==> config.mk <==
export PLATFORM = sky130hd
export DESIGN_NAME = dmem_responder
export DESIGN_NICKNAME = d
export VERILOG_FILES = /design/src/rtl/dmem_pkg.sv /design/src/rtl/dmem_ram.sv /design/src/rtl/dmem_responder.sv
export SDC_FILE = /design/constraint.sdc
export NUM_CORES = 2
export LEC_CHECK = 0
export BUFFER_PORTS_ARGS = -buffer_cell sky130_fd_sc_hd__buf_2
export CORE_ASPECT_RATIO = 1.25
export CORE_MARGIN = 2
export CORE_UTILIZATION = 30
export DETAILED_ROUTE_END_ITERATION = 10
export RECOVER_POWER = 25
export SLEW_MARGIN = 5
export SYNTH_ARGS = -nofsm -noshare
export SYNTH_HDL_FRONTEND = slang
export SYNTH_SLANG_ARGS = --single-unit
==> constraint.sdc <==
create_clock -name clk -period 4.9 [get_ports clk]
set_input_delay 0.49 -clock clk [delete_from_list [all_inputs] [get_ports clk]]
set_output_delay 0.49 -clock clk [all_outputs]
set_load 0.03 [all_outputs]
==> src/rtl/dmem_pkg.sv <==
// Shared types, constants and address-check helper for the data-memory responder.
package dmem_pkg;

    // Responder FSM states
    typedef enum logic [1:0] {
        IDLE = 2'd0,
        WAIT = 2'd1,
        RESP = 2'd2
    } state_t;

    localparam int unsigned WORD_BYTES = 32'd4;
    localparam logic [1:0]  ALIGN_MASK = 2'b11;
    localparam int unsigned CNT_W      = 32'd4;

    // True when addr falls inside [base, base + depth*WORD_BYTES). The upper
    // bound is computed in 33 bits so a window ending at 4 GiB cannot wrap.
    function automatic bit in_range(input logic [31:0] addr,
                                    input logic [31:0] base,
                                    input int unsigned depth);
        logic [32:0] limit_s;
        limit_s = {1'b0, base} + ({1'b0, depth} * 33'(WORD_BYTES));
        return (addr >= base) && ({1'b0, addr} < limit_s);
    endfunction

endpackage

==> src/rtl/dmem_ram.sv <==
// DEPTH x 32 storage with a synchronous write port and a registered read
// port sharing one word index. Contents are never reset; only the read
// register is, and it holds zero whenever no read is being returned.
module dmem_ram #(
    parameter int unsigned DEPTH = 32'd64,
    parameter int unsigned AW    = $clog2(DEPTH)
) (
    input  logic          clk,
    input  logic          rst_n,
    input  logic          we,
    input  logic          re,
    input  logic [AW-1:0] idx,
    input  logic [31:0]   wdata,
    output logic [31:0]   rdata
);

    logic [31:0] mem_r [DEPTH];
    logic [31:0] rdata_r;

    // Array write on the edge the request commits
    always_ff @(posedge clk) begin
        if (we) begin
            mem_r[idx] <= wdata;
        end
    end

    // Read register: loads the addressed word for a read, zero otherwise
    always_ff @(posedge clk or negedge rst_n) begin
        if (!rst_n) begin
            rdata_r <= 32'h0000_0000;
        end else if (re) begin
            rdata_r <= mem_r[idx];
        end else begin
            rdata_r <= 32'h0000_0000;
        end
    end

    assign rdata = rdata_r;

endmodule

==> src/rtl/dmem_responder.sv <==
// Memory-side responder for the CPU data port: accepts one word request at a
// time, waits WAIT_CYCLES, then returns a one-cycle ack with read data or an
// error flag for misaligned / out-of-window addresses.
module dmem_responder #(
    parameter int unsigned DEPTH       = 32'd64,
    parameter int unsigned WAIT_CYCLES = 32'd2,
    parameter logic [31:0] BASE_ADDR   = 32'h0000_0000
) (
    input  logic        clk,
    input  logic        reset,
    input  logic        req,
    input  logic        we,
    input  logic [31:0] addr,
    input  logic [31:0] wdata,
    output logic [31:0] rdata,
    output logic        ack,
    output logic        err,
    output logic        stall
);
    import dmem_pkg::*;

    localparam int unsigned AW = $clog2(DEPTH);
    localparam logic [CNT_W-1:0] CNT_INIT =
        (WAIT_CYCLES == 32'd0) ? {CNT_W{1'b0}} : CNT_W'(WAIT_CYCLES - 32'd1);

    state_t             state_r, state_nx_s;
    logic [CNT_W-1:0]   cnt_r, cnt_nx_s;
    logic               we_r;
    logic [31:0]        addr_r, wdata_r;
    logic               ack_r, err_r;

    logic               cur_we_s;
    logic [31:0]        cur_addr_s, cur_wdata_s, offset_s;
    logic [AW-1:0]      idx_s;
    logic               bad_s, enter_resp_s, ram_we_s, ram_re_s;
    logic [31:0]        ram_rdata_s;

    // Request being served: live inputs while idle (so a zero-wait request
    // can commit on its accept edge), the latched copy once accepted
    always_comb begin
        cur_we_s    = we_r;
        cur_addr_s  = addr_r;
        cur_wdata_s = wdata_r;
        if (state_r == IDLE) begin
            cur_we_s    = we;
            cur_addr_s  = addr;
            cur_wdata_s = wdata;
        end else begin
            cur_we_s    = we_r;
            cur_addr_s  = addr_r;
            cur_wdata_s = wdata_r;
        end
    end

    // Address decode: word index within the window and the error condition
    always_comb begin
        offset_s = cur_addr_s - BASE_ADDR;
        idx_s    = AW'(offset_s >> 5'd2);
        bad_s    = ((cur_addr_s[1:0] & ALIGN_MASK) != 2'b00) ||
                   !in_range(cur_addr_s, BASE_ADDR, DEPTH);
    end

    // Next-state and wait-counter logic
    always_comb begin
        state_nx_s = state_r;
        cnt_nx_s   = cnt_r;
        case (state_r)
            IDLE: begin
                if (req) begin
                    if (WAIT_CYCLES == 32'd0) begin
                        state_nx_s = RESP;
                    end else begin
                        state_nx_s = WAIT;
                        cnt_nx_s   = CNT_INIT;
                    end
                end else begin
                    state_nx_s = IDLE;
                end
            end
            WAIT: begin
                if (cnt_r == {CNT_W{1'b0}}) begin
                    state_nx_s = RESP;
                end else begin
                    cnt_nx_s = cnt_r - {{(CNT_W-1){1'b0}}, 1'b1};
                end
            end
            RESP: begin
                state_nx_s = IDLE;
            end
            default: begin
                state_nx_s = IDLE;
                cnt_nx_s   = {CNT_W{1'b0}};
            end
        endcase
    end

    // The edge entering RESP is the commit point for writes and reads
    always_comb begin
        enter_resp_s = (state_nx_s == RESP);
        ram_we_s     = enter_resp_s && cur_we_s && !bad_s;
        ram_re_s     = enter_resp_s && !cur_we_s && !bad_s;
    end

    // State, counter and request latch
    always_ff @(posedge clk or negedge reset) begin
        if (!reset) begin
            state_r <= IDLE;
            cnt_r   <= {CNT_W{1'b0}};
            we_r    <= 1'b0;
            addr_r  <= 32'h0000_0000;
            wdata_r <= 32'h0000_0000;
        end else begin
            state_r <= state_nx_s;
            cnt_r   <= cnt_nx_s;
            if ((state_r == IDLE) && req) begin
                we_r    <= we;
                addr_r  <= addr;
                wdata_r <= wdata;
            end
        end
    end

    // Response strobes: high only during the RESP cycle
    always_ff @(posedge clk or negedge reset) begin
        if (!reset) begin
            ack_r <= 1'b0;
            err_r <= 1'b0;
        end else begin
            ack_r <= enter_resp_s;
            err_r <= enter_resp_s && bad_s;
        end
    end

    dmem_ram #(
        .DEPTH (DEPTH),
        .AW    (AW)
    ) u_ram (
        .clk   (clk),
        .rst_n (reset),
        .we    (ram_we_s),
        .re    (ram_re_s),
        .idx   (idx_s),
        .wdata (cur_wdata_s),
        .rdata (ram_rdata_s)
    );

    assign ack   = ack_r;
    assign err   = err_r;
    assign rdata = ram_rdata_s;
    // Hold the pipeline while a request is presented in IDLE or waiting
    assign stall = ((state_r == IDLE) && req) || (state_r == WAIT);

endmodule

==> results by group <==
Power and ir drop
  • PD cells: 623 nW/um2
  • Clk pwr share: 26.3%
  • Part of the power in registers: 41.0%
  • Logic pwr share: 32.7%
  • Psw: 0.0219 W
  • Leak: 30.6 nW
  • Peak VDD IR: 0.000439 V
  • Sw frac: 37.0%
  • Internal power: 0.0374 W

Global routing
  • Total gr overflow: 0
  • Initial antenna violation count: 13
  • Vias in the first global route: 51250
  • Gr usage total: 22.5%
  • First-pass GRT wire length: 426 mm
  • Largest net degree at the start of global routing: 90

CTS
  • Post-CTS Setup Bufs: 0
  • Root Driver: clkbuf_16
  • Resize count post-CTS: 0
  • Clock tree buffer depth: 3
  • CTS HTree Levels: 4
  • CTS tree: yes
  • Post-cts hold buffer count: 64
  • Clk_lat worst skew: 0.88 ns
  • Clk sinks: 2153
  • CTS clock-pin slew for the worst setup and hold paths: 0.07 ns
  • CTS Buf Count: 195

Synth
  • Main area contributors after synthesis: edfxtp_1 77%, o22ai_1 5.5%, dfrtp_1 3.3%
  • Syn Area/Cell: 16.1 um2
  • Synth Warn #: 0
  • Number of synthesized flops with an enable pin: 2048
  • Most common cell in the netlist: edfxtp_1
  • Synth Cell Area: 80100 um2
  • Xor-xnor portion of the synthesized cell area: 0.0109%
  • Synth Flop Type: edfxtp_1
  • Compound-gate portion of the synthesized area: 10.5%
  • Simple-gate share of the synthesized area: 6.35%
  • Yosys top cell area share: 76.7%
  • Seq/Total Area, Yosys: 80.0%
  • Syn Nets: 5057
  • Most area-hungry cell type in the Yosys netlist: edfxtp_1
  • Post-synthesis cell type count: 82
  • Mux cell area share after synthesis: 1.25%
  • Post-synth top cells: 2048 x edfxtp_1, 705 x o22ai_1, 384 x nand2_1
  • Post-Synth Adder-Cell Area: 0.0156%
  • Post-synth ARST share: 4.88%
  • Main combinational cell family by area after synthesis: compound AO/OA/AOI/OAI gates
  • Syn Inst Count: 4988
  • Yosys reg bits: 2153

Worst setup path
  • CP Launch Type: register
  • WS Path Type: register to register
  • Critical path arrival: 5.11 ns
  • Req. time, crit path: 5.40 ns
  • Setup crit end kind: register
  • Crit path max fanout: 26

Die
  • Starting density of the core: 30.1%
  • Die footprint: 271000 um2
  • Core box area: 266000 um2
  • Io pins: 103
  • Rows: 212
  • Die Y-Extent: 582 um
  • Die X-Extent: 466 um

Final layout
  • Filler cells: 24944
  • Final nets: 5494
  • Fin cells: 9130
  • P&R area growth vs syn: 18.9%
  • Layout cells sized above 1: 16.9%

Detailed routing
  • Pre-antenna DRT Iters: 8
  • # DRC: 0
  • Avg Vias per Cell: 5.94
  • Final WL: 316 mm
  • Via count: 54189
  • WL per Instance: 34.6 um
  • Initial DRC count: 9124
  • Antenna Nets Post-Route: 0

Timing
  • Measured slew at the worst slew-check pin: 3.53 ns
  • Final Setup Violations: 0
  • Fin crit share: 94.0%
  • Slew Limit Fails: 126
  • Relative slew slack: -135%
  • Crit path setup slack, layout: 0.295 ns
  • Worst Skew: 0.0488 ns
  • Max frequency: 0.217 GHz
  • Setup TNS: 0 ns
  • Fin. Hold Viols: 0
  • Min Clock Period, post-route: 4.60 ns
  • RSZ-0062 raised after global routing: no

Place
  • PortBufs: 102
  • Detail Placement HPWL: 190 mm
  • Pre-CTS WS: 0.377 ns
  • GPL Wtd Cong: 0.954
  • Placed Instances: 8695

Status
  • Status: finished, violations left
  • Violated checks: capacitance limit, slew limit

Run
  • # Max-Cap Violations: 3

Hold path
  • Hold/Removal Path Class: input port to register
## worst max-delay path: stages (launching register included)
cell,delay (ns)
dfrtp_1,0.89
or2_2,0.51
nand4_1,0.17
a221oi_1,0.70
nand2_1,0.13
nor2_1,0.35
buf_4,0.25
nand2_1,0.39
buf_4,0.32
nor2_4,0.13
buf_12,0.33
## final cells by class
cell class / count / area [um2] / area share, %
Multi-Input combinational cell: 2518 / 15300 / 16.0
Inverter: 6 / 22.5 / 0.0236
Clock inverter: 113 / 1230 / 1.29
Tap cell: 3531 / 4420 / 4.64
Antenna cell: 8 / 20.0 / 0.0210
Clock buffer: 250 / 5270 / 5.53
Sequential cell: 2153 / 64100 / 67.3
Timing Repair Buffer: 551 / 4900 / 5.14
## layer usage
metal  GRT usage [%]  part of all wire, %  vias up  wire [um]
met5               0                0.015        -         46
met4            14.8                  8.0        6      25300
met3            5.99                   13     1057      40700
met2            34.8                   45     4594     142000
met1            27.7                   34    27563     108000
li1                -                    -    20969          -
## metrics by stage
step	area (um2)	util, %	total power [W]	hold slack (ns)
floorplan	80100	-	0.0335	0.194
global placement	88200	33.1	0.0431	0.489
detailed placement	88200	33.1	0.0434	0.495
CTS	95300	35.8	0.0587	0.0324
global route	95200	35.8	0.0603	0.0844
finish	95300	35.8	0.0593	0.0773
## power by group through the flow
stage | clock network, W | logic, W | registers (W)
6_report | 0.0156 | 0.0194 | 0.0243
5_1_grt | 0.0163 | 0.0197 | 0.0244
4_1_cts | 0.0156 | 0.0188 | 0.0243
3_5_place_dp | 0 | 0.0187 | 0.0247
3_3_place_gp | 0 | 0.0184 | 0.0247
2_1_floorplan | 0 | 0.00880 | 0.0247
## state kept, by name, indices dropped and copies added, names as in the netlist
name and flops:
ack 1, addr_r 32, cnt_r 4, err 1, state_r 2, u_ram.mem_r 2048, u_ram.rdata 32, wdata_r 32
we_r 1
## worst paths after layout
check,cells after the start,slack (ns),from,endpoint
max in group asynchronous,3,0.79,reset,wdata_r[15]
worst min-delay path,2,0.08,addr[3],addr_r[3]
worst min register to register,1,0.51,addr_r[30],addr_r[30]
worst max register to register,10,0.30,state_r[0],u_ram.mem_r[0][9]
min in group asynchronous,2,1.39,reset,addr_r[5]
worst max-delay path,10,0.30,state_r[0],u_ram.mem_r[0][9]
## cell families (layout without fill, tap and decap cells)
| family | after synthesis | in the layout |
|---|---|---|
| simple gates | 1112 | 1112 |
| mux | 92 | 92 |
| buf+inv | 317 | 920 |
| compound gates | 1312 | 1312 |
| xor+xnor | 1 | 1 |
| fa+ha+maj | 1 | 1 |
| flops | 2153 | 2153 |
| other cells | 0 | 8 |
## cell usage in the layout, fill, tap and decap left out, types with 73 or more instances in the layout
cell type / synthesis / layout
clkbuf_1: 99 / 76
nor3_1: 87 / 87
nand2_1: 384 / 339
buf_12: 0 / 73
dfrtp_1: 105 / 105
edfxtp_1: 2048 / 2048
o22ai_1: 705 / 705
nor2_1: 354 / 289
nor4_1: 118 / 118
a21oi_1: 305 / 303
clkbuf_16: 0 / 196
buf_4: 17 / 302
(Power assumes the default switching activity.)
